## config.mk

```make
export PLATFORM = sky130hd
export DESIGN_NAME = ber_sweep_monitor
export DESIGN_NICKNAME = d
export VERILOG_FILES = /design/src/rtl/ber_sweep_monitor.sv
export SDC_FILE = /design/constraint.sdc
export NUM_CORES = 1
export LEC_CHECK = 0
export ABC_AREA = 0
export ABC_CLOCK_PERIOD_IN_PS = 4900
export BUFFER_PORTS_ARGS = -buffer_cell sky130_fd_sc_hd__clkbuf_2
export CORE_MARGIN = 2
export CORE_UTILIZATION = 35
export CTS_CLUSTER_DIAMETER = 100
export DETAILED_ROUTE_END_ITERATION = 10
export PLACE_DENSITY_LB_ADDON = 0.2
export SLEW_MARGIN = 20
export SYNTH_ARGS = -nofsm -noshare
export SYNTH_HDL_FRONTEND = slang
export SYNTH_SLANG_ARGS = --single-unit
```

## constraint.sdc

```tcl
create_clock -name clk -period 4.9 [get_ports clk]
set_input_delay 0.98 -clock clk [delete_from_list [all_inputs] [get_ports clk]]
set_output_delay 0.98 -clock clk [all_outputs]
set_load 0.05 [all_outputs]
```

## src/rtl/ber_sweep_monitor.sv

```systemverilog
// Noise-sweep BER monitor: steps sigma_scale through a programmed table and
// accumulates per-phase I/Q sign-decision errors into a readable result bank.
module ber_sweep_monitor #(
    parameter int DWIDTH    = 9,
    parameter int SNR_WIDTH = 11,
    parameter int N_PHASES  = 4,
    parameter int DLY_DEPTH = 16,
    parameter int LEN_W     = 16,
    parameter int CNT_W     = 24,
    localparam int PH_W     = $clog2(N_PHASES),
    localparam int LAT_W    = $clog2(DLY_DEPTH),
    localparam int SUM_W    = CNT_W + 1
) (
    input  logic                 clk,
    input  logic                 rst,
    input  logic                 tbl_we,
    input  logic [PH_W-1:0]      tbl_addr,
    input  logic [SNR_WIDTH-1:0] tbl_sigma,
    input  logic [LEN_W-1:0]     settle_len,
    input  logic [LEN_W-1:0]     dwell_len,
    input  logic [LAT_W-1:0]     lat,
    input  logic                 start,
    input  logic                 in_valid,
    input  logic [DWIDTH-1:0]    tx_I,
    input  logic [DWIDTH-1:0]    tx_Q,
    input  logic [DWIDTH-1:0]    rx_I,
    input  logic [DWIDTH-1:0]    rx_Q,
    output logic [SNR_WIDTH-1:0] sigma_scale,
    output logic                 busy,
    output logic                 done,
    output logic [PH_W-1:0]      phase,
    input  logic [PH_W-1:0]      res_addr,
    output logic [CNT_W-1:0]     res_err,
    output logic [CNT_W-1:0]     res_sym
);

    typedef enum logic [2:0] {S_IDLE, S_SETTLE, S_MEASURE, S_NEXT, S_DONE} state_t;

    state_t               state_q;
    logic [PH_W-1:0]      phase_q;
    logic [SNR_WIDTH-1:0] sigma_q;
    logic                 busy_q;
    logic                 done_q;
    logic [LEN_W-1:0]     settle_len_q;
    logic [LEN_W-1:0]     dwell_len_q;
    logic [LEN_W-1:0]     len_cnt_q;
    logic [LAT_W-1:0]     lat_q;
    logic [CNT_W-1:0]     err_q, sym_q;
    logic [CNT_W-1:0]     res_err_q, res_sym_q;
    logic [SNR_WIDTH-1:0] tbl_q      [N_PHASES];
    logic [CNT_W-1:0]     bank_err_q [N_PHASES];
    logic [CNT_W-1:0]     bank_sym_q [N_PHASES];
    // Entry k holds the {I,Q} tx sign bits from k+1 valid samples ago.
    logic [1:0]           dly_q      [DLY_DEPTH-1];

    logic [1:0]       tx_sign_now, tx_sign_tap;
    logic             e_i, e_q;
    logic [SUM_W-1:0] err_sum;
    logic [CNT_W-1:0] err_d, sym_d;
    logic             unused_low_bits;

    assign unused_low_bits = ^{tx_I[DWIDTH-2:0], tx_Q[DWIDTH-2:0],
                               rx_I[DWIDTH-2:0], rx_Q[DWIDTH-2:0]};

    always_comb begin
        tx_sign_now = {tx_I[DWIDTH-1], tx_Q[DWIDTH-1]};
        tx_sign_tap = (lat_q == '0) ? tx_sign_now : dly_q[lat_q - LAT_W'(1)];
        e_i         = tx_sign_tap[1] ^ rx_I[DWIDTH-1];
        e_q         = tx_sign_tap[0] ^ rx_Q[DWIDTH-1];
        // One extra bit catches the carry so the counter clamps instead of wrapping.
        err_sum     = {1'b0, err_q} + SUM_W'(e_i) + SUM_W'(e_q);
        err_d       = err_sum[CNT_W] ? '1 : err_sum[CNT_W-1:0];
        sym_d       = (&sym_q) ? sym_q : sym_q + CNT_W'(1);
    end

    // NOTE: all state uses non-blocking assignments so every register samples
    // pre-edge values regardless of statement order within the block.
    always_ff @(posedge clk) begin
        if (rst) begin
            state_q      <= S_IDLE;
            phase_q      <= '0;
            sigma_q      <= '0;
            busy_q       <= 1'b0;
            done_q       <= 1'b0;
            settle_len_q <= '0;
            dwell_len_q  <= '0;
            len_cnt_q    <= '0;
            lat_q        <= '0;
            err_q        <= '0;
            sym_q        <= '0;
            res_err_q    <= '0;
            res_sym_q    <= '0;
            // NOTE: the table, result bank and delay line are cleared explicitly so
            // a reset mid-sweep leaves no stale results readable.
            for (int i = 0; i < N_PHASES; i++) begin
                tbl_q[i]      <= '0;
                bank_err_q[i] <= '0;
                bank_sym_q[i] <= '0;
            end
            for (int i = 0; i < DLY_DEPTH - 1; i++) dly_q[i] <= '0;
        end else begin
            if (in_valid) begin
                dly_q[0] <= tx_sign_now;
                for (int i = 1; i < DLY_DEPTH - 1; i++) dly_q[i] <= dly_q[i-1];
            end

            res_err_q <= bank_err_q[res_addr];
            res_sym_q <= bank_sym_q[res_addr];

            if (tbl_we && !busy_q) tbl_q[tbl_addr] <= tbl_sigma;

            case (state_q)
                S_IDLE, S_DONE: begin
                    if (start) begin
                        state_q      <= S_SETTLE;
                        phase_q      <= '0;
                        sigma_q      <= tbl_q[0];
                        busy_q       <= 1'b1;
                        done_q       <= 1'b0;
                        err_q        <= '0;
                        sym_q        <= '0;
                        len_cnt_q    <= '0;
                        settle_len_q <= (settle_len == '0) ? LEN_W'(1) : settle_len;
                        dwell_len_q  <= (dwell_len == '0) ? LEN_W'(1) : dwell_len;
                        lat_q        <= lat;
                    end
                end
                S_SETTLE: begin
                    if (len_cnt_q == settle_len_q - LEN_W'(1)) begin
                        len_cnt_q <= '0;
                        state_q   <= S_MEASURE;
                    end else begin
                        len_cnt_q <= len_cnt_q + LEN_W'(1);
                    end
                end
                S_MEASURE: begin
                    if (in_valid) begin
                        err_q <= err_d;
                        sym_q <= sym_d;
                        if (len_cnt_q == dwell_len_q - LEN_W'(1)) begin
                            len_cnt_q <= '0;
                            state_q   <= S_NEXT;
                        end else begin
                            len_cnt_q <= len_cnt_q + LEN_W'(1);
                        end
                    end
                end
                S_NEXT: begin
                    bank_err_q[phase_q] <= err_q;
                    bank_sym_q[phase_q] <= sym_q;
                    err_q               <= '0;
                    sym_q               <= '0;
                    if (phase_q == PH_W'(N_PHASES - 1)) begin
                        state_q <= S_DONE;
                        busy_q  <= 1'b0;
                        done_q  <= 1'b1;
                        sigma_q <= '0;
                    end else begin
                        phase_q <= phase_q + PH_W'(1);
                        sigma_q <= tbl_q[phase_q + PH_W'(1)];
                        state_q <= S_SETTLE;
                    end
                end
                default: state_q <= S_IDLE;
            endcase
        end
    end

    assign sigma_scale = sigma_q;
    assign busy        = busy_q;
    assign done        = done_q;
    assign phase       = phase_q;
    assign res_err     = res_err_q;
    assign res_sym     = res_sym_q;

endmodule
```

==> Word-level counts from Yosys, hierarchy flattened <==
Memories as Yosys holds them, arrays and structs flattened. A register that Yosys moved wholly into a read port is not among the register bits.
Cells that the tools add are included.
{ "op_classes": {"n_addsub": 8, "mul": 0, "div_mod_pow": 0, "n_lt_le_gt_ge": 0, "n_eq_ne": 14, "shifts": 0, "muxes": 68, "bitwise": 17, "reduce_logical": 22} }
{ "ops": {"columns": ["operator", "n"], "rows": [
  ["$mux 24", 7],
  ["$pmux 24 s3", 2],
  ["$mux 16", 6],
  ["$pmux 16 s3", 1],
  ["$reduce_or 24->1", 2],
  ["$mux 2", 21],
  ["$mux 11", 3],
  ["$eq 16x16->1", 2],
  ["$logic_not 16->1", 2],
  ["$sub 16x1->16 const B", 2],
  ["$add 24x1->25", 1],
  ["$add 25x1->25", 1],
  ["$add 24x1->24 const B", 1],
  ["$reduce_and 24->1", 1],
  ["$pmux 11 s2", 1],
  ["$mux 1", 18],
  ["$add 16x1->16 const B", 1],
  ["$mux 3", 5],
  ["$or 1x1->1", 15],
  ["$ne 2x2->1 const B", 7],
  ["$pmux 3 s4", 1],
  ["$reduce_and 3->1", 4],
  ["$reduce_or 11->1", 1],
  ["$reduce_and 4->1", 2],
  ["17 further kinds", 22]
]} }
{ "word_totals": {"ff_bits": 118, "latchBits": 0, "ram_bits": 266, "romBits": 0, "input_bits": 92, "output_inout_bits": 63, "elab_cells": 144, "memories": 4} }
{ "memory_table": {"columns": ["name", "depth", "word_bits", "read_ports", "rd_clocked_by_memory_dff", "wr", "line_no", "text"], "rows": [
  ["bank_err_q", 4, 24, 1, 1, 4, "51", "logic [CNT_W-1:0] bank_err_q [N_PHASES];"],
  ["bank_sym_q", 4, 24, 1, 1, 4, "52", "logic [CNT_W-1:0] bank_sym_q [N_PHASES];"],
  ["tbl_q", 4, 11, 2, 0, 4, "50", "logic [SNR_WIDTH-1:0] tbl_q [N_PHASES];"],
  ["dly_q", 15, 2, 15, 0, 15, "54", "logic [1:0] dly_q [DLY_DEPTH-1];"]
]} }

==> Longest topological paths before layout <==
An unclocked memory read counts as a cell.
{ "logic_depth": {"word_depth": 9, "depth_mapped": 19, "mapped_depth_nobuf": 17} }

==> Worst setup path before layout <==
No wires, ideal clock.
{ "synth_timing": {"kind": "register to register", "start": "register lat_q[0]", "end": "register err_q[17]", "setup_time_ns": 0.070, "arrival_time_ns": 4.442, "required_time_ns": 4.830, "slack_ns": 0.387, "stages_incl_launch_ff": 18, "synth_period_minus_slack_ns": 4.513, "cell_sequence": "dfxtp_1 -> buf_1 -> inv_1 -> ha_1 -> clkbuf_1 -> mux4_2 -> mux4_2 -> mux2i_1 -> xor2_1 -> fa_1 -> inv_1 -> ha_1 -> and3_1 -> nand2_1 -> nor4_1 -> clkbuf_1 -> o21ai_0 -> a21oi_1"} }
{ "synth_via": {"elab_chain_cells": 9, "elab_cells_between_ends": 11, "cone_classes": "add/sub: 3; mux: 4; bitwise: 2; reduce/logical: 1; memory: 1"} }
{ "synth_rtl": {"columns": ["item", "line_no", "text"], "rows": [
  ["start, declared", "47", "logic [LAT_W-1:0] lat_q;"],
  ["start signal, assigned", "125", "lat_q <= lat;"],
  ["$sub 4x1->4", "67", "tx_sign_tap = (lat_q == '0) ? tx_sign_now : dly_q[lat_q - LAT_W'(1)];"],
  ["$mem_v2 15x2", null, null],
  ["$mux 2 (*)", "67", null],
  ["$xor 1x1->1", "68", "e_i = tx_sign_tap[1] ^ rx_I[DWIDTH-1];"],
  ["$add 24x1->25", "71", "err_sum = {1'b0, err_q} + SUM_W'(e_i) + SUM_W'(e_q);"],
  ["$add 25x1->25 (*)", "71", null],
  ["$mux 24 (*)", "72", "err_d = err_sum[CNT_W] ? '1 : err_sum[CNT_W-1:0];"],
  ["$mux 24 (*)", "137", "if (in_valid) begin"],
  ["$pmux 24 s3 (*)", "112", "case (state_q)"],
  ["end signal, assigned", "138", "err_q <= err_d;"],
  ["end, declared", "48", "logic [CNT_W-1:0] err_q, sym_q;"]
]} }
Every way passes the cells marked *; elsewhere a longest branch is shown, timed or not. The select of a mux whose other input is x is not followed.
A chain may end at the register's enable or synchronous reset.

==> Worst setup path after layout <==
{ "layout_timing": {"start": "register lat_q[1]", "end": "register err_q[19]"} }
The elaborated chain is that of the path after synthesis.

==> out/qor.log <==
[worst_setup_path] critical path capture point type flop
[yosys] EDFF count, synth 266
[status] outcome complete, no violations
[power_and_ir_drop] share of total power in combinational logic 19.7%
[run] number of maximum-capacitance violations 0
[worst_setup_path] launch point of the worst reg-to-reg path lat_q[1]
[place] placer congestion estimate 0.786
[clock_tree] post-CTS setup buffer count 0
[worst_hold_path] class of the most critical hold timing path flop to flop
[final_layout] area delta synth->final 14.8%
[floorplanning] Chip Width 239 µm
[power_and_ir_drop] total net switching power 2.90 mW
[timing] Post-Route Skew 0.0157 ns
[routing] via-per-instance ratio 4.99
[place] HPWL after DPL 27000 µm
[timing] unrepaired setup endpoints after global routing false
[clock_tree] CTS tree yes
[floorplanning] floorplan core area 54800 µm²
[power_and_ir_drop] Leak Pwr 7.99 nW
[yosys] cells after synthesis 1635
[timing] final hold violation count 0
[yosys] sequential share of the synthesized area 58.6%
[timing] final count of negative-setup-slack endpoints 0
[routing] DR WL/cell 18.0 µm
[power_and_ir_drop] sequential group share of total power 44.8%
[global_route] Remaining Overflow, GRT 0
[clock_tree] clock slew at the register clock pins of the worst setup and hold paths 0.06 ns
[yosys] area leader, netlist sky130_fd_sc_hd__edfxtp_1
[yosys] share of Yosys cell area claimed by the top area cell type 41.4%
[floorplanning] Die Height 239 µm
[yosys] summed instance area of the synthesized netlist 19300 µm²
[worst_setup_path] type of the setup path with the least slack flop to flop
[global_route] initial antenna violation count 1
[clock_tree] cell chosen for the clock root sky130_fd_sc_hd__clkbuf_16
[final_layout] layout cells sized above 1 17.7%
[worst_setup_path] depth of the most critical reg-to-reg path 15
[power_and_ir_drop] Net Sw Frac 30.1%
[routing] DRC Markers 0
[timing] Slew headroom 34.0%
[clock_tree] Hold Buf Count CTS 0
[yosys] dominant synthesized flop cell sky130_fd_sc_hd__edfxtp_1
[power_and_ir_drop] relative contribution of the clock network to total power 35.5%
[place] post-placement worst setup slack 0.701 ns
[floorplanning] # IOs 155
[yosys] Unique masters post-synth 61
[clock_tree] number of gates resized after CTS 0
[worst_setup_path] required time of the critical path 5.42 ns
[clock_tree] CTS H-Tree Depth 2
[final_layout] total number of nets in the final design 1826
[power_and_ir_drop] internal portion of total power 6.74 mW
[yosys] proportion of register bits with asynchronous set or reset after synthesis 0%
[worst_setup_path] CP Max Fanout 10
[timing] Max Freq 240 MHz
[global_route] pin count of the biggest net entering global routing 49
[routing] iteration-0 DRC count of the detailed router 709
[timing] final critical path time including I/O delays and setup 4.17 ns
[clock_tree] CTS sink count 432
[final_layout] antenna cells 0
[worst_hold_path] worst hold path endpoint dwell_len_q[15]
[routing] Pre-antenna DRT Iters 6
[yosys] flops & latches, synth 432
[clock_tree] CTS buffer count 49
[worst_setup_path] slack of the worst reg-to-reg path 0.73 ns
[clock_tree] clock latency reported for the late side of the worst-skew pair 0.59 ns
[yosys] count of warnings emitted by yosys 0
[yosys] synth cell count leaders sky130_fd_sc_hd__edfxtp_1 (266), sky130_fd_sc_hd__and2_1 (258), sky130_fd_sc_hd__dfxtp_1 (166), sky130_fd_sc_hd__nand2_1 (130), sky130_fd_sc_hd__clkbuf_1 (90)
[yosys] most common cell in the netlist sky130_fd_sc_hd__edfxtp_1
[routing] total via count after detailed routing 12328
[global_route] vias in the first global route 12748
[clock_tree] largest buffer count on any clock path 3
[routing] wirelength, routed 44300 µm
[floorplanning] die outline area 57000 µm²
[floorplanning] number of standard-cell rows in the floorplan 86
[timing] Worst Tran Pin Value 0.986 ns
[worst_hold_path] Min-Delay Path Depth 2
[floorplanning] Starting Density 35.2%
[yosys] synthesized netlist net count 1736
[yosys] Avg Synthesized Cell Area 11.8 µm²
[global_route] global-route wire length before repair 70900 µm
[timing] count of final max-slew check failures 0
[worst_setup_path] startpoint kind of the worst setup timing path flop
[worst_setup_path] Critical Path AT 4.68 ns
[worst_setup_path] Reg-to-Reg End err_q[19]
[worst_hold_path] min-delay src dwell_len_q[15]
[global_route] Total GRT Usage 15.8%
[power_and_ir_drop] PwrDens 436 nW/µm²
[timing] final sum of negative setup slack 0 ns
[routing] post-detailed-route count of antenna-violating nets 0
[power_and_ir_drop] worst voltage drop across the vdd grid 0.000253 V
[place] total of buffers placed on input and output ports 122
[timing] post-route clock period utilization 85.0%
[yosys] biggest area contributors in the synthesized netlist sky130_fd_sc_hd__edfxtp_1 (41%), sky130_fd_sc_hd__dfxtp_1 (17%), sky130_fd_sc_hd__and2_1 (8.4%), sky130_fd_sc_hd__mux4_2 (7.8%), sky130_fd_sc_hd__nand2_1 (2.5%)
[timing] setup ws final 0.733 ns
## cell families after synthesis
group | count (synthesis) | share of synthesized area (%)
simple gates | 714 | 20.3
flops | 432 | 58.6
compound gates | 217 | 6.97
buf+inv | 128 | 2.58
mux | 71 | 8.03
xor+xnor | 64 | 2.91
fa+ha+maj | 9 | 0.623
## final cells by class
cell class | count | area (µm²)
sequential | 432 | 11300
clock buffer | 64 | 1340
tap | 704 | 881
multi-input combinational | 1075 | 7530
timing repair buffer | 147 | 838
clock inverter | 28 | 156
inverter | 20 | 75.1
fill | 5270 | 32600
## how the worst max path moves through the flow
stage	from	endpoint	slack (ns)	depth (start not counted)
final	lat_q[1]	err_q[19]	0.73	15
after CTS	lat_q[1]	err_q[19]	0.69	15
after floorplan	lat_q[0]	err_q[17]	0.39	17
after detailed placement	lat_q[1]	err_q[19]	0.70	15
after global placement	lat_q[1]	err_q[21]	0.74	15
after global routing	lat_q[1]	err_q[19]	0.29	15
## critical path: stages, from the launching register on
cell and delay [ns]:
sky130_fd_sc_hd__dfxtp_1 0.36, sky130_fd_sc_hd__inv_1 0.07, sky130_fd_sc_hd__ha_1 0.53, sky130_fd_sc_hd__mux4_2 0.36
sky130_fd_sc_hd__mux4_2 0.47, sky130_fd_sc_hd__mux2i_1 0.20, sky130_fd_sc_hd__xor2_1 0.12, sky130_fd_sc_hd__fa_1 0.40
sky130_fd_sc_hd__inv_1 0.09, sky130_fd_sc_hd__ha_1 0.23, sky130_fd_sc_hd__nand3_1 0.17, sky130_fd_sc_hd__nor2_1 0.24
sky130_fd_sc_hd__nand3_1 0.19, sky130_fd_sc_hd__nor3_1 0.37, sky130_fd_sc_hd__o21ai_0 0.15, sky130_fd_sc_hd__a21oi_1 0.17
## per-layer routing
metal	GRT usage (%)	vias up	share of wire [%]
li1	-	6039	-
met1	20.2	6020	44
met2	27.8	211	50
met3	3.07	56	4.2
met4	3.41	2	1.5
met5	0	-	0.032
## through the flow
step	power [mW]	cells	instance area [µm²]	utilization (%)	hold slack (ns)
2_1_floorplan	5.78	1635	19300	-	0.448
3_3_place_gp	6.29	2378	20600	37.7	0.444
3_5_place_dp	6.33	2378	20600	37.7	0.456
4_1_cts	9.79	2470	22100	40.4	0.465
5_1_grt	10.1	2470	22100	40.4	0.470
6_report	9.64	2470	22100	40.4	0.468
## power groups by stage
stage          Sequential (mW)  Combinational (mW)  Clock, mW
6_report                  4.32                1.90       3.43
5_1_grt                   4.35                2.10       3.69
4_1_cts                   4.32                1.93       3.53
3_5_place_dp              4.40                1.92          0
3_3_place_gp              4.39                1.90          0
2_1_floorplan             4.57                1.21          0
## registers in the layout (all words and copies together), names as in the netlist
name	cells
bank_err_q	96
sigma_scale	11
busy	1
sym_q	24
settle_len_q	16
res_err	24
done	1
res_sym	24
lat_q	4
tbl_q	44
dly_q	30
len_cnt_q	16
err_q	24
dwell_len_q	16
bank_sym_q	96
phase	2
state_q	3
## cells in the final DEF, fill, tap and decap left out, types with 24 or more instances in the layout
cell type	synthesis	routed
sky130_fd_sc_hd__edfxtp_1	266	266
sky130_fd_sc_hd__and2_1	258	258
sky130_fd_sc_hd__dfxtp_1	166	166
sky130_fd_sc_hd__nand2_1	130	130
sky130_fd_sc_hd__clkbuf_2	0	119
sky130_fd_sc_hd__nor2_1	87	86
sky130_fd_sc_hd__a21oi_1	86	85
sky130_fd_sc_hd__nor2b_1	68	68
sky130_fd_sc_hd__mux4_2	67	67
sky130_fd_sc_hd__o21ai_0	57	57
sky130_fd_sc_hd__clkbuf_16	0	50
sky130_fd_sc_hd__xnor2_1	40	40
sky130_fd_sc_hd__nand3_1	39	39
sky130_fd_sc_hd__nor3_1	31	30
sky130_fd_sc_hd__xor2_1	24	24
sky130_fd_sc_hd__buf_4	0	24
Note: power is estimated with default switching activity, not from simulation.
